$ cat config.mk
export PLATFORM = sky130hd
export DESIGN_NAME = clock_scaler_bank
export DESIGN_NICKNAME = d
export VERILOG_FILES = /design/src/rtl/clock_scaler_pkg.sv /design/src/rtl/clock_scaler_ch.sv /design/src/rtl/clock_scaler_bank.sv
export SDC_FILE = /design/constraint.sdc
export NUM_CORES = 1
export LEC_CHECK = 0
export CAP_MARGIN = 20
export CORE_MARGIN = 2
export CORE_UTILIZATION = 40
export DETAILED_ROUTE_END_ITERATION = 7
export DONT_BUFFER_PORTS = 1
export PLACE_DENSITY = 0.65
export SYNTH_ARGS = -nofsm -noshare
export SYNTH_HDL_FRONTEND = slang
export SYNTH_SLANG_ARGS = --single-unit
$ cat constraint.sdc
create_clock -name clk -period 9.4 [get_ports clk]
set_input_delay 0.94 -clock clk [delete_from_list [all_inputs] [get_ports clk]]
set_output_delay 0.94 -clock clk [all_outputs]
set_load 0.005 [all_outputs]
$ cat src/rtl/clock_scaler_pkg.sv
`default_nettype none
// ============================================================================
// Module   : clock_scaler_pkg
// Brief    : Shared mode encodings and default sizing for the clock scaler bank.
// Revision : 1.0
// ============================================================================
package clock_scaler_pkg;

    localparam logic        MODE_TOGGLE   = 1'b0;
    localparam logic        MODE_TICK     = 1'b1;

    localparam int          C_CNT_W       = 27;
    localparam int unsigned C_DEFAULT_DIV = 50_000_000;

endpackage : clock_scaler_pkg
`default_nettype wire

$ cat src/rtl/clock_scaler_ch.sv
`default_nettype none
// ============================================================================
// Module   : clock_scaler_ch
// Brief    : One divider channel with shadowed divisor, tick strobe and toggle output.
// Revision : 1.0
// ============================================================================
module clock_scaler_ch
    import clock_scaler_pkg::*;
#(
    parameter int          CNT_W       = C_CNT_W,
    parameter int unsigned DEFAULT_DIV = C_DEFAULT_DIV
) (
    input  logic             clk,
    input  logic             reset,
    input  logic             i_enable,
    input  logic             i_mode,
    input  logic             i_wr,
    input  logic [CNT_W-1:0] i_wr_val,
    output logic             o_tick,
    output logic             o_scaled_clk
);

    localparam logic [CNT_W-1:0] C_RST_DIV = CNT_W'(DEFAULT_DIV);
    localparam logic [CNT_W-1:0] C_ONE     = CNT_W'(1);

    logic [CNT_W-1:0] r_cnt;
    logic [CNT_W-1:0] r_active;
    logic [CNT_W-1:0] r_shadow;
    logic             r_pending;
    logic             r_tog;
    logic             r_tick;
    logic             r_sclk;

    logic [CNT_W-1:0] w_div_eff;
    logic             w_tc;
    logic             w_apply;
    logic             w_tog_next;
    logic             w_sclk_next;

    // A zero divisor behaves as one so the channel never stalls.
    assign w_div_eff = (r_active == '0) ? C_ONE : r_active;
    assign w_tc      = i_enable && (r_cnt == (w_div_eff - C_ONE));
    // Disabled channels take the shadow immediately; running ones wait for the period end.
    assign w_apply   = r_pending && (!i_enable || w_tc);

    always_comb begin
        w_tog_next = r_tog;
        if (!i_enable || (i_mode == MODE_TICK)) begin
            w_tog_next = 1'b0;
        end else if (w_tc) begin
            w_tog_next = ~r_tog;
        end
        w_sclk_next = (i_mode == MODE_TOGGLE) ? w_tog_next : w_tc;
    end

    always_ff @(posedge clk or negedge reset) begin
        if (!reset) begin
            r_cnt     <= '0;
            r_active  <= C_RST_DIV;
            r_shadow  <= C_RST_DIV;
            r_pending <= 1'b0;
            r_tog     <= 1'b0;
            r_tick    <= 1'b0;
            r_sclk    <= 1'b0;
        end else begin
            r_cnt  <= (!i_enable || w_tc) ? '0 : r_cnt + C_ONE;
            r_tick <= w_tc;
            r_tog  <= w_tog_next;
            r_sclk <= w_sclk_next;
            if (w_apply) begin
                r_active <= r_shadow;
            end
            // A new write always leaves a value pending, even on the cycle an older one lands.
            if (i_wr) begin
                r_shadow  <= i_wr_val;
                r_pending <= 1'b1;
            end else if (w_apply) begin
                r_pending <= 1'b0;
            end
        end
    end

    assign o_tick       = r_tick;
    assign o_scaled_clk = r_sclk;

endmodule : clock_scaler_ch
`default_nettype wire

$ cat src/rtl/clock_scaler_bank.sv
`default_nettype none
// ============================================================================
// Module   : clock_scaler_bank
// Brief    : NUM_CH programmable clock dividers with a shared divisor write port.
// Revision : 1.0
// ============================================================================
module clock_scaler_bank
    import clock_scaler_pkg::*;
#(
    parameter int          NUM_CH      = 4,
    parameter int          CNT_W       = C_CNT_W,
    parameter int unsigned DEFAULT_DIV = C_DEFAULT_DIV,
    parameter int          SEL_W       = (NUM_CH > 1) ? $clog2(NUM_CH) : 1
) (
    input  logic              clk,
    input  logic              reset,
    input  logic [NUM_CH-1:0] enable,
    input  logic [NUM_CH-1:0] mode,
    input  logic              div_wr,
    input  logic [SEL_W-1:0]  div_sel,
    input  logic [CNT_W-1:0]  div_val,
    output logic              div_ack,
    output logic              div_err,
    output logic [NUM_CH-1:0] tick,
    output logic [NUM_CH-1:0] scaled_clk
);

    logic [31:0]       w_sel_ext;
    logic              w_in_range;
    logic [NUM_CH-1:0] w_wr;
    logic              r_ack;
    logic              r_err;

    assign w_sel_ext  = 32'(div_sel);
    assign w_in_range = (w_sel_ext < 32'(NUM_CH));

    generate
        for (genvar gi = 0; gi < NUM_CH; gi++) begin : g_ch
            assign w_wr[gi] = div_wr && w_in_range && (w_sel_ext == 32'(gi));

            clock_scaler_ch #(
                .CNT_W       (CNT_W),
                .DEFAULT_DIV (DEFAULT_DIV)
            ) u_ch (
                .clk          (clk),
                .reset        (reset),
                .i_enable     (enable[gi]),
                .i_mode       (mode[gi]),
                .i_wr         (w_wr[gi]),
                .i_wr_val     (div_val),
                .o_tick       (tick[gi]),
                .o_scaled_clk (scaled_clk[gi])
            );
        end
    endgenerate

    // Every write cycle is acknowledged; out-of-range selects are flagged and dropped.
    always_ff @(posedge clk or negedge reset) begin
        if (!reset) begin
            r_ack <= 1'b0;
            r_err <= 1'b0;
        end else begin
            r_ack <= div_wr;
            r_err <= div_wr && !w_in_range;
        end
    end

    assign div_ack = r_ack;
    assign div_err = r_err;

endmodule : clock_scaler_bank
`default_nettype wire

==> impl_metrics.toml <==
[synth]
ys_seq_area_share_pct = 40.2
synth_edf_count = 0
synth_area_leaders = "dfrtp_1 (28%), dfstp_2 (12%), mux2_2 (5.9%)"
synth_flop_cell = "dfrtp_1"
syn_area_um2 = 21500
synth.top_cell.area_share_pct = 28.5
yosysTopAreaCell = "dfrtp_1"
mappedNetlistNets = 2437
synth_cell_types = 82
avgSynthCellArea_um2 = 9.01
synth_seq_cells = 341
async_flop_share_pct = 100
synthCells = 2389
yosys_warnings = 0

[critical_path]
cp_max_fo = 31
crit_cells = 13
path_class = "flip-flop to flip-flop"
cp_top_family = "simple AND/OR/NAND/NOR gates"
ff2ff_path_depth = 13
cpMostUsedCell = "or4_1"
critPathLaunchType = "flip-flop"
crit_arrival_ns = 5.50
worstSetupEndpointType = "flip-flop"
cp_slowest_cell = "nor4b_1"
worst-path-buf-inv = 0
worstPathRequired_ns = 9.86
slowest_delay_ns = 0.74
cp_cell_sequence = "or4_1 -> or4_1 -> nor2_1 -> a21oi_1 -> ha_1 -> nor4b_1 -> and3_1 -> nand3b_1 -> xnor2_1 -> a211o_1 -> or4_1 -> or3_1 -> a31o_2"

[die]
core-area_um2 = 53500
start_util_pct = 40.2
die_w_um = 236
core.rowCount = 85
die-area_um2 = 55700
fp.dieH_um = 236
ios = 50

[place]
gp_congestion = 0.914
dp_hpwl_um = 39600
place_ws_ns = 4.39
portBuffers = 0

[cts]
cts_root_buf = "clkbuf_16"
cts_buffer_depth = 3
cts_max_level = 2
cts-resized-gates = 0
clk_pin_slew_worst_paths_ns = 0.06
cts_tree = "done"
postCtsHoldBufs = 0
cts_sinks = 341
post_cts_buffers = 0
worstSkewPairLatency_ns = 0.57
cts_buffers = 40

[hold_path]
worstHoldPathType = "input port to asynchronous set/reset pin"

[global_routing]
grt_pass1_wl_um = 97500
grt_max_degree = 342
grt_usage_pct = 21.5
grt_pass1_vias = 17600
antenna_found_initial = 7
gr-total-overflow = 0

[timing]
maxSlewViolCount = 0
hold_viol = 0
timing.setup.tns_ns = 0
max_freq_mhz = 198
worst-slew-pin-transition_ns = 1.38
setup_slack_ns = 4.36
rsz0062_at_grt = "false"
finalHoldWorstSlack_ns = 0.0688
finalSetupViolations = 0
period_share_pct = 53.6
min_period_ns = 5.04
relSlewSlack_pct = 8.32
clock_skew_ns = 0.0311

[route]
drc = 0
num_vias = 18300
antenna_left = 0
routed_wl_um = 60700
route.detailed.wl_per_inst_um = 20.3
drtIter0Drc = 2120
firstDrtPassIters = 7
vias_per_cell = 6.13

[finish]
final_common_cell = "dfrtp_1"
layout_common_cells = "dfrtp_1 (245), nand2_1 (243), nand3_1 (155)"
synthToLayoutAreaGrowth_pct = 7.72
drive_above_1_share_pct = 14.1
nets = 2308

[power]
p_leak_nw = 8.30
power.density_nw_per_um2 = 160
vdd_drop_max_uv = 109

[status]
status = "finished, final reports clean"

[job]
drv_cap = 0
-- sequential cells by signal, indices dropped and copies added (netlist names) --
register                count
g_ch.u_ch.r_tog             4
g_ch.u_ch.o_tick            4
g_ch.u_ch.r_shadow        108
g_ch.u_ch.o_scaled_clk      4
g_ch.u_ch.r_pending         4
g_ch.u_ch.r_cnt           108
g_ch.u_ch.r_active        108
div_ack                     1
-- kinds of logic (layout without fill, tap and decap cells) --
family / count (synthesis) / after routing / share of synthesized area, %
DFF: 341 / 341 / 40.2
and+or+nand+nor: 1062 / 1062 / 26.3
muxes: 136 / 136 / 6.97
buffers and inverters: 256 / 158 / 4.82
adders and majority gates: 8 / 8 / 0.465
AOI/OAI and AO/OA: 369 / 369 / 12.4
other: 1 / 2 / 0.0174
xor gates and xnor gates: 216 / 216 / 8.79
-- through the flow --
step                utilization (%)  total power [mW]  cells  instance area (um^2)
floorplan                         -              2.05   2389                 21500
global placement               40.8              2.12   2911                 21800
detailed placement             40.8              2.14   2912                 21800
CTS                            43.3              3.75   2985                 23200
global route                   43.3              3.87   2987                 23200
finish                         43.3              3.71   2988                 23200
-- worst paths after layout --
path | from | to | slack [ns]
worst max-delay path | g_ch[0].u_ch.r_active[19] | g_ch[0].u_ch.r_pending | 4.36
worst min-delay path | reset | g_ch[2].u_ch.r_cnt[4] | 0.07
worst max register to register | g_ch[0].u_ch.r_active[19] | g_ch[0].u_ch.r_pending | 4.36
worst min register to register | g_ch[2].u_ch.r_shadow[5] | g_ch[2].u_ch.r_shadow[5] | 0.53
max in group asynchronous | reset | g_ch[0].u_ch.r_cnt[25] | 8.22
min in group clk | div_wr | div_ack | 0.39
-- final cells by class --
class                      instances  area (um^2)
timing repair buffer              28          233
multi-input combinational       1792        11900
clock inverter                    10          118
fill                            5154        30300
tap                              696          871
antenna                            1         2.50
inverter                          57          214
sequential                       341         8650
clock buffer                      63         1220
-- power breakdown --
part	switching, mW	internal, mW
clock network	0.645	0.944
registers	0.145	1.63
logic	0.166	0.182
total	0.955	2.76
-- worst reg2reg max path: cells and delay by family, from the launching register on --
family          cells  cell delay (ns)
xor+xnor            1             0.15
simple gates        8             3.18
flops               1             0.60
compound gates      3             0.77
fa+ha+maj           1             0.23
-- synth_stat cells (all sizes together), types with 78 or more instances --
cell type / count
and2: 78
clkbuf: 166
dfrtp: 245
dfstp: 96
mux2: 112
nand2: 243
nand3: 155
nor2: 151
o21ai: 117
or4: 104
xnor2: 128
xor2: 88
-- layer usage --
layer | up-vias | wire (um) | global-route usage (%)
met2 | 606 | 28600 | 34.9
met1 | 9081 | 26100 | 28.8
li1 | 8529 | - | -
met4 | 0 | 1650 | 7.74
met3 | 104 | 4310 | 3.70
met5 | - | 0 | 0
No activity file was read; power rests on OpenSTA's default activity.
